**src/rtl/mac_row_ws_os_if.sv**
```systemverilog
// Bus bundle for one MAC row: west/north inputs, south/east outputs.
interface mac_row_ws_os_if #(
  parameter int bw      = 4,
  parameter int psum_bw = 16,
  parameter int col     = 8
);
  logic                     mode;
  logic [bw-1:0]            in_w;
  logic [2:0]               inst_w;
  logic [psum_bw*col-1:0]   in_n;
  logic [psum_bw*col-1:0]   out_s;
  logic [col-1:0]           valid;
  logic [bw-1:0]            out_e;
  logic [2:0]               inst_e;
  logic                     busy;

  modport master (
    output mode, in_w, inst_w, in_n,
    input  out_s, valid, out_e, inst_e, busy
  );

  modport slave (
    input  mode, in_w, inst_w, in_n,
    output out_s, valid, out_e, inst_e, busy
  );
endinterface

```
**src/rtl/mac_row_ws_os.sv**
```systemverilog
// One row of MAC columns, switchable between weight-stationary and
// output-stationary dataflow; activations and instructions ripple west to east.
module mac_row_ws_os #(
  parameter int bw      = 4,
  parameter int psum_bw = 16,
  parameter int col     = 8
) (
  input  logic          clk,
  input  logic          reset,
  mac_row_ws_os_if.slave bus
);

  typedef enum logic {MODE_WS = 1'b0, MODE_OS = 1'b1} mode_e;

  mode_e mode_q, mode_d;
  logic  mode_change;

  logic        [bw-1:0]      a_q     [col];
  logic        [2:0]         i_q     [col];
  logic signed [bw-1:0]      w_q     [col];
  logic        [psum_bw-1:0] acc_q   [col];
  logic        [psum_bw-1:0] out_q   [col];
  logic        [col-1:0]     loaded;
  logic        [col-1:0]     valid_q;

  logic        [bw-1:0]      a_west  [col];
  logic        [2:0]         i_west  [col];
  logic        [2:0]         i_pri   [col];
  logic        [2:0]         i_next  [col];
  logic signed [bw-1:0]      w_sel   [col];
  logic signed [psum_bw-1:0] prod    [col];
  logic        [psum_bw-1:0] base    [col];
  logic        [psum_bw-1:0] sum     [col];
  logic        [col-1:0]     do_load, do_exec, do_drain, do_capture;
  logic                      busy_w;

  // Dataflow mode: only re-sampled when the row is completely idle.
  always_ff @(posedge clk or negedge reset) begin
    if (!reset) mode_q <= MODE_WS;
    else        mode_q <= mode_d;
  end

  always_comb begin
    mode_d = mode_q;
    if (!busy_w && (bus.inst_w == '0)) mode_d = mode_e'(bus.mode);
  end

  always_comb begin
    mode_change = (mode_d != mode_q);
  end

  always_comb begin
    busy_w = 1'b0;
    for (int unsigned c = 0; c < col; c++) busy_w = busy_w | (|i_q[c]);
  end

  always_comb begin
    a_west[0] = bus.in_w;
    i_west[0] = bus.inst_w;
    for (int unsigned c = 1; c < col; c++) begin
      a_west[c] = a_q[c-1];
      i_west[c] = i_q[c-1];
    end
  end

  // Priority first, then mode filtering: a drain in WS swallows its execute bit.
  always_comb begin
    for (int unsigned c = 0; c < col; c++) begin
      if      (i_west[c][2]) i_pri[c] = 3'b100;
      else if (i_west[c][1]) i_pri[c] = 3'b010;
      else if (i_west[c][0]) i_pri[c] = 3'b001;
      else                   i_pri[c] = 3'b000;

      do_drain[c]   = i_pri[c][2] && (mode_q == MODE_OS);
      do_exec[c]    = i_pri[c][1];
      do_load[c]    = i_pri[c][0] && (mode_q == MODE_WS);
      do_capture[c] = do_load[c] && !loaded[c];

      i_next[c] = 3'b000;
      if (do_drain[c])               i_next[c] = 3'b100;
      if (do_exec[c])                i_next[c] = 3'b010;
      if (do_load[c] && loaded[c])   i_next[c] = 3'b001;

      w_sel[c] = (mode_q == MODE_WS) ? w_q[c] : bus.in_n[c*psum_bw +: bw];
      prod[c]  = psum_bw'($signed({1'b0, a_west[c]})) * psum_bw'(w_sel[c]);
      base[c]  = (mode_q == MODE_WS) ? bus.in_n[c*psum_bw +: psum_bw] : acc_q[c];
      sum[c]   = base[c] + prod[c];
    end
  end

  always_ff @(posedge clk or negedge reset) begin
    if (!reset) begin
      for (int unsigned c = 0; c < col; c++) begin
        a_q[c]   <= '0;
        i_q[c]   <= '0;
        w_q[c]   <= '0;
        acc_q[c] <= '0;
        out_q[c] <= '0;
      end
      loaded  <= '0;
      valid_q <= '0;
    end else begin
      for (int unsigned c = 0; c < col; c++) begin
        a_q[c]     <= a_west[c];
        i_q[c]     <= i_next[c];
        valid_q[c] <= (do_exec[c] && (mode_q == MODE_WS)) || do_drain[c];
        if (do_capture[c]) begin
          w_q[c]    <= a_west[c];
          loaded[c] <= 1'b1;
        end
        if (do_exec[c] && (mode_q == MODE_WS)) out_q[c] <= sum[c];
        if (do_exec[c] && (mode_q == MODE_OS)) acc_q[c] <= sum[c];
        if (do_drain[c]) begin
          out_q[c] <= acc_q[c];
          acc_q[c] <= '0;
        end
        // A mode switch only happens with nothing in flight, so this cannot race a drain.
        if (mode_change) begin
          loaded[c] <= 1'b0;
          acc_q[c]  <= '0;
        end
      end
    end
  end

  always_comb begin
    bus.out_s = '0;
    for (int unsigned c = 0; c < col; c++) bus.out_s[c*psum_bw +: psum_bw] = out_q[c];
    bus.valid  = valid_q;
    bus.out_e  = a_q[col-1];
    bus.inst_e = i_q[col-1];
    bus.busy   = busy_w;
  end

endmodule

```
**src/flat_wrapper.sv**
```systemverilog
// flat-port wrapper written by rule: the top's interface ports become plain ports
module mac_row_ws_os_flat 
#(
  parameter int bw      = 4,
  parameter int psum_bw = 16,
  parameter int col     = 8
)
  (clk, reset, bus_mode, bus_in_w, bus_inst_w, bus_in_n, bus_out_s, bus_valid, bus_out_e, bus_inst_e, bus_busy);
  mac_row_ws_os_if #(.bw(bw), .psum_bw(psum_bw), .col(col)) bus_i ();
  input  logic clk;
  input  logic reset;
  input wire logic [$bits(bus_i.mode)-1:0] bus_mode;
  input wire logic [$bits(bus_i.in_w)-1:0] bus_in_w;
  input wire logic [$bits(bus_i.inst_w)-1:0] bus_inst_w;
  input wire logic [$bits(bus_i.in_n)-1:0] bus_in_n;
  output wire logic [$bits(bus_i.out_s)-1:0] bus_out_s;
  output wire logic [$bits(bus_i.valid)-1:0] bus_valid;
  output wire logic [$bits(bus_i.out_e)-1:0] bus_out_e;
  output wire logic [$bits(bus_i.inst_e)-1:0] bus_inst_e;
  output wire logic [$bits(bus_i.busy)-1:0] bus_busy;
  assign bus_i.mode = bus_mode;
  assign bus_i.in_w = bus_in_w;
  assign bus_i.inst_w = bus_inst_w;
  assign bus_i.in_n = bus_in_n;
  assign bus_out_s = bus_i.out_s;
  assign bus_valid = bus_i.valid;
  assign bus_out_e = bus_i.out_e;
  assign bus_inst_e = bus_i.inst_e;
  assign bus_busy = bus_i.busy;
  mac_row_ws_os #(.bw(bw), .psum_bw(psum_bw), .col(col)) u_core (.clk(clk), .reset(reset), .bus(bus_i));
endmodule
```
**config.mk**
```make
export PLATFORM = sky130hd
export DESIGN_NAME = mac_row_ws_os_flat
export DESIGN_NICKNAME = d
export VERILOG_FILES = /design/src/rtl/mac_row_ws_os_if.sv /design/src/rtl/mac_row_ws_os.sv /design/src/flat_wrapper.sv
export SDC_FILE = /design/constraint.sdc
export NUM_CORES = 1
export LEC_CHECK = 0
export CORE_UTILIZATION = 52
export DETAILED_ROUTE_END_ITERATION = 8
export PLACE_DENSITY = 0.74
export SYNTH_ARGS = -nofsm -noshare
export SYNTH_HDL_FRONTEND = slang
export SYNTH_SLANG_ARGS = --single-unit
```
**constraint.sdc**
```tcl
create_clock -name clk -period 7.35 [get_ports clk]
set_input_delay 1.8375 -clock clk [delete_from_list [all_inputs] [get_ports clk]]
set_output_delay 1.8375 -clock clk [all_outputs]
set_load 0.005 [all_outputs]
```
==> metrics <==
DP HPWL 52.72 mm; Slew @ Worst Pin 0.9753 ns; total power draw 0.01387 W; final wirelength 71.12 mm; GPL Wtd Cong 0.9477; maxcap violations 0; met1 usage 34.40%; worst hold slack 0.4745 ns; CP endpoint kind flip-flop; Pwr per Cell Area 443.9 mW/mm²; Final Cycle Share 92.58%; Slowest-stage cell, CP clkdlybuf4s50_1; PortBufs 281; number of enable flip-flop cells after synthesis 0; CTS Sinks 361; initial core utilization 53.16%; Total Nets Final 3,480; clock skew 0.03111 ns; Peak Freq 147.0 MHz; Netlist Area Pre-Place 0.02624 mm²; Most Crowded Layer GR met2; R2R Setup Slk 1.14 ns; flop and latch count out of synthesis 361; CP peak stage delay 0.52 ns; clock slew at reported path FFs 0.06 ns; leakage 15.05 nW; core area 0.04936 mm²; ys async rst share 100.0%; post-route minimum period 6.805 ns; crit path from bus_in_n[99]; number of global-route vias before repair 22,350; layout cells sized above 1 10.04%; CP most frequent cell fa_1; YS warnings 0; Final ANT Viol Nets 0; Ports 282; cells after synthesis 2,772; initial antenna violation count 6; row count 81; die height 226.6 µm; Worst Setup Start Kind input pin; via count 21,780; Initial DRC Count 1,227; Vias/cell 5.830; area added between synthesis and finish 19.06%; fill count 4,143; Post-Layout Inst Area 0.03124 mm²; worst r2r src u_core.mode_q; clk buf depth 3; postcts setup bufs 0; worst r2r dst u_core.bus.out_s[15]; worst-skew pair later-pin latency 0.59 ns; post-synthesis cell type count 83; Peak supply drop 345.3 µV; Total GRT Usage 27.67%; outcome completed; proportion of synthesized chip area in sequential cells 34.43%; Slew HR 34.98%; RSZ-0062 raised after global routing false; GR Layer Usage met3 5.144%; # hold bufs at CTS 0; Chip Width 226.6 µm; # DRC 0; Worst Setup EP u_core.acc_q[31]; crit path kind input pin to flip-flop; CTS Buf Count 43; total die area 0.05136 mm²; crit path cell chain clkdlybuf4s50_1, mux2i_1, or2_2, fa_1, fa_1, fa_1, inv_1, ha_1, a211oi_1, o21bai_1, a21oi_1, xnor2_2, ha_1, a21oi_1, nand2b_1, o21ai_0, mux2i_1, and4_1, a221oi_1, xor2_1, a22o_1; GR Util met2 47.46%; area post-placement 0.02976 mm²; average cell area after synthesis 9.465 µm²; Worst EP arrival 7.28 ns; Final Setup Violations 0; reg2reg path depth 20; Hold Crit Class flip-flop to flip-flop; CTS tree yes; first-pass GRT wire length 113.5 mm; Synthesized Nets 3,214; required time worst endpoint 7.83 ns; Congestion Overflow GR 0; ys flop type dfrtp_1; root cell of the clock tree clkbuf_16; Final Hold Viols 0; pin count of the biggest net entering global routing 162; crit-path max FO 11; H-tree depth 2; WL/cell 19.04 µm; DR pass1 iterations 5; Gates resized, CTS repair 0; fin. max-slew vios 0
==> synthesized netlist by cell type, drive strengths merged (56+ instances only) <==
cell   instances  share of area (%)
nor2         215                3.1
nor2b         56                1.3
inv          160                2.3
o21ai        168                3.2
nand2        261                3.7
ha           256                 12
mux2i         59                2.3
dfrtp        361                 34
a21o          69                2.0
a21oi        203                3.9
mux2         154                6.6
xor2          78                2.6
xnor2         73                2.5
==> cells by family after synthesis <==
family	after synthesis	share of synthesized area, %
buffers and inverters	261	4.068
XOR/XNOR	160	5.904
AO/OA/AOI/OAI	695	16.90
flip-flops	361	34.43
AND/OR/NAND/NOR	778	13.95
adder cells (fa/ha/maj)	304	15.87
multiplexers	213	8.875
==> flip-flops by register name, summed over array words and instances (netlist names) <==
register,count
u_core.i_q,21
u_core.bus.valid,8
u_core.w_q,32
u_core.bus.out_s,128
u_core.bus.out_e,4
u_core.a_q,28
u_core.bus.inst_e,3
u_core.acc_q,128
u_core.loaded,8
u_core.mode_q,1
==> through the flow <==
step | TNS (ns) | instances | worst slack, ns | util (%)
after floorplan | 0 | 2772 | 0.5474 | -
after global placement | 0 | 3657 | 0.1067 | 60.30
after detailed placement | -0.009246 | 3657 | -0.009246 | 60.30
after CTS | 0 | 3732 | 0.5989 | 63.28
after global routing | 0 | 3733 | 0.2760 | 63.28
final | 0 | 3735 | 0.5453 | 63.29
==> placed cells by master (no fill, tap or decap), drive strengths merged, types with 58 or more instances in the layout <==
cell type and count:
dfrtp 361, clkdlybuf4s50 280, nand2 261, ha 256, nor2 215, a21oi 203
o21ai 168, inv 161, mux2 154, xor2 78, xnor2 73, a21o 69
mux2i 59, clkbuf 58
==> worst max-delay path: cells and delay by family <==
kind,cells,cell delay (ns)
mux,2,0.19
compound gates,7,1.63
simple gates,3,0.59
xor+xnor,2,0.42
buf+inv,2,0.56
fa+ha+maj,5,2.05
==> area by class of cell <==
type	count	area, µm²	share of cell area [%]
antenna	3	7.507	0.02403
clock buffer	58	1235	3.953
clock inverter	17	232.7	0.7450
inverter	162	608.1	1.947
multi-input combinational	2150	16140	51.66
sequential	361	9037	28.93
tap	664	830.8	2.660
timing repair buffer	320	3148	10.08
==> routing by layer <==
layer,part of all wire (%),up-vias
li1,-,10340
met1,42,10660
met2,49,607
met3,5.6,160
met4,3.2,6
met5,0.058,-
==> power breakdown <==
group / leakage, nW / switching, W / internal (W)
clock: 0.718 / 0.000899 / 0.00135
sequential: 4.51 / 0.000618 / 0.00273
combinational: 9.82 / 0.00439 / 0.00388
total: 15.0 / 0.00590 / 0.00796
==> worst min path at each step <==
stage	depth (start not counted)	start	to	slack, ns
final	0	u_core.a_q[24]	u_core.a_q[20]	0.47
after global routing	0	u_core.a_q[24]	u_core.a_q[20]	0.49
after CTS	0	u_core.a_q[29]	u_core.a_q[25]	0.47
after detailed placement	0	u_core.a_q[29]	u_core.a_q[25]	0.46
after global placement	0	u_core.a_q[8]	u_core.a_q[4]	0.45
after floorplan	0	u_core.a_q[16]	u_core.a_q[12]	0.40
No activity file was read; power rests on OpenSTA's default activity.
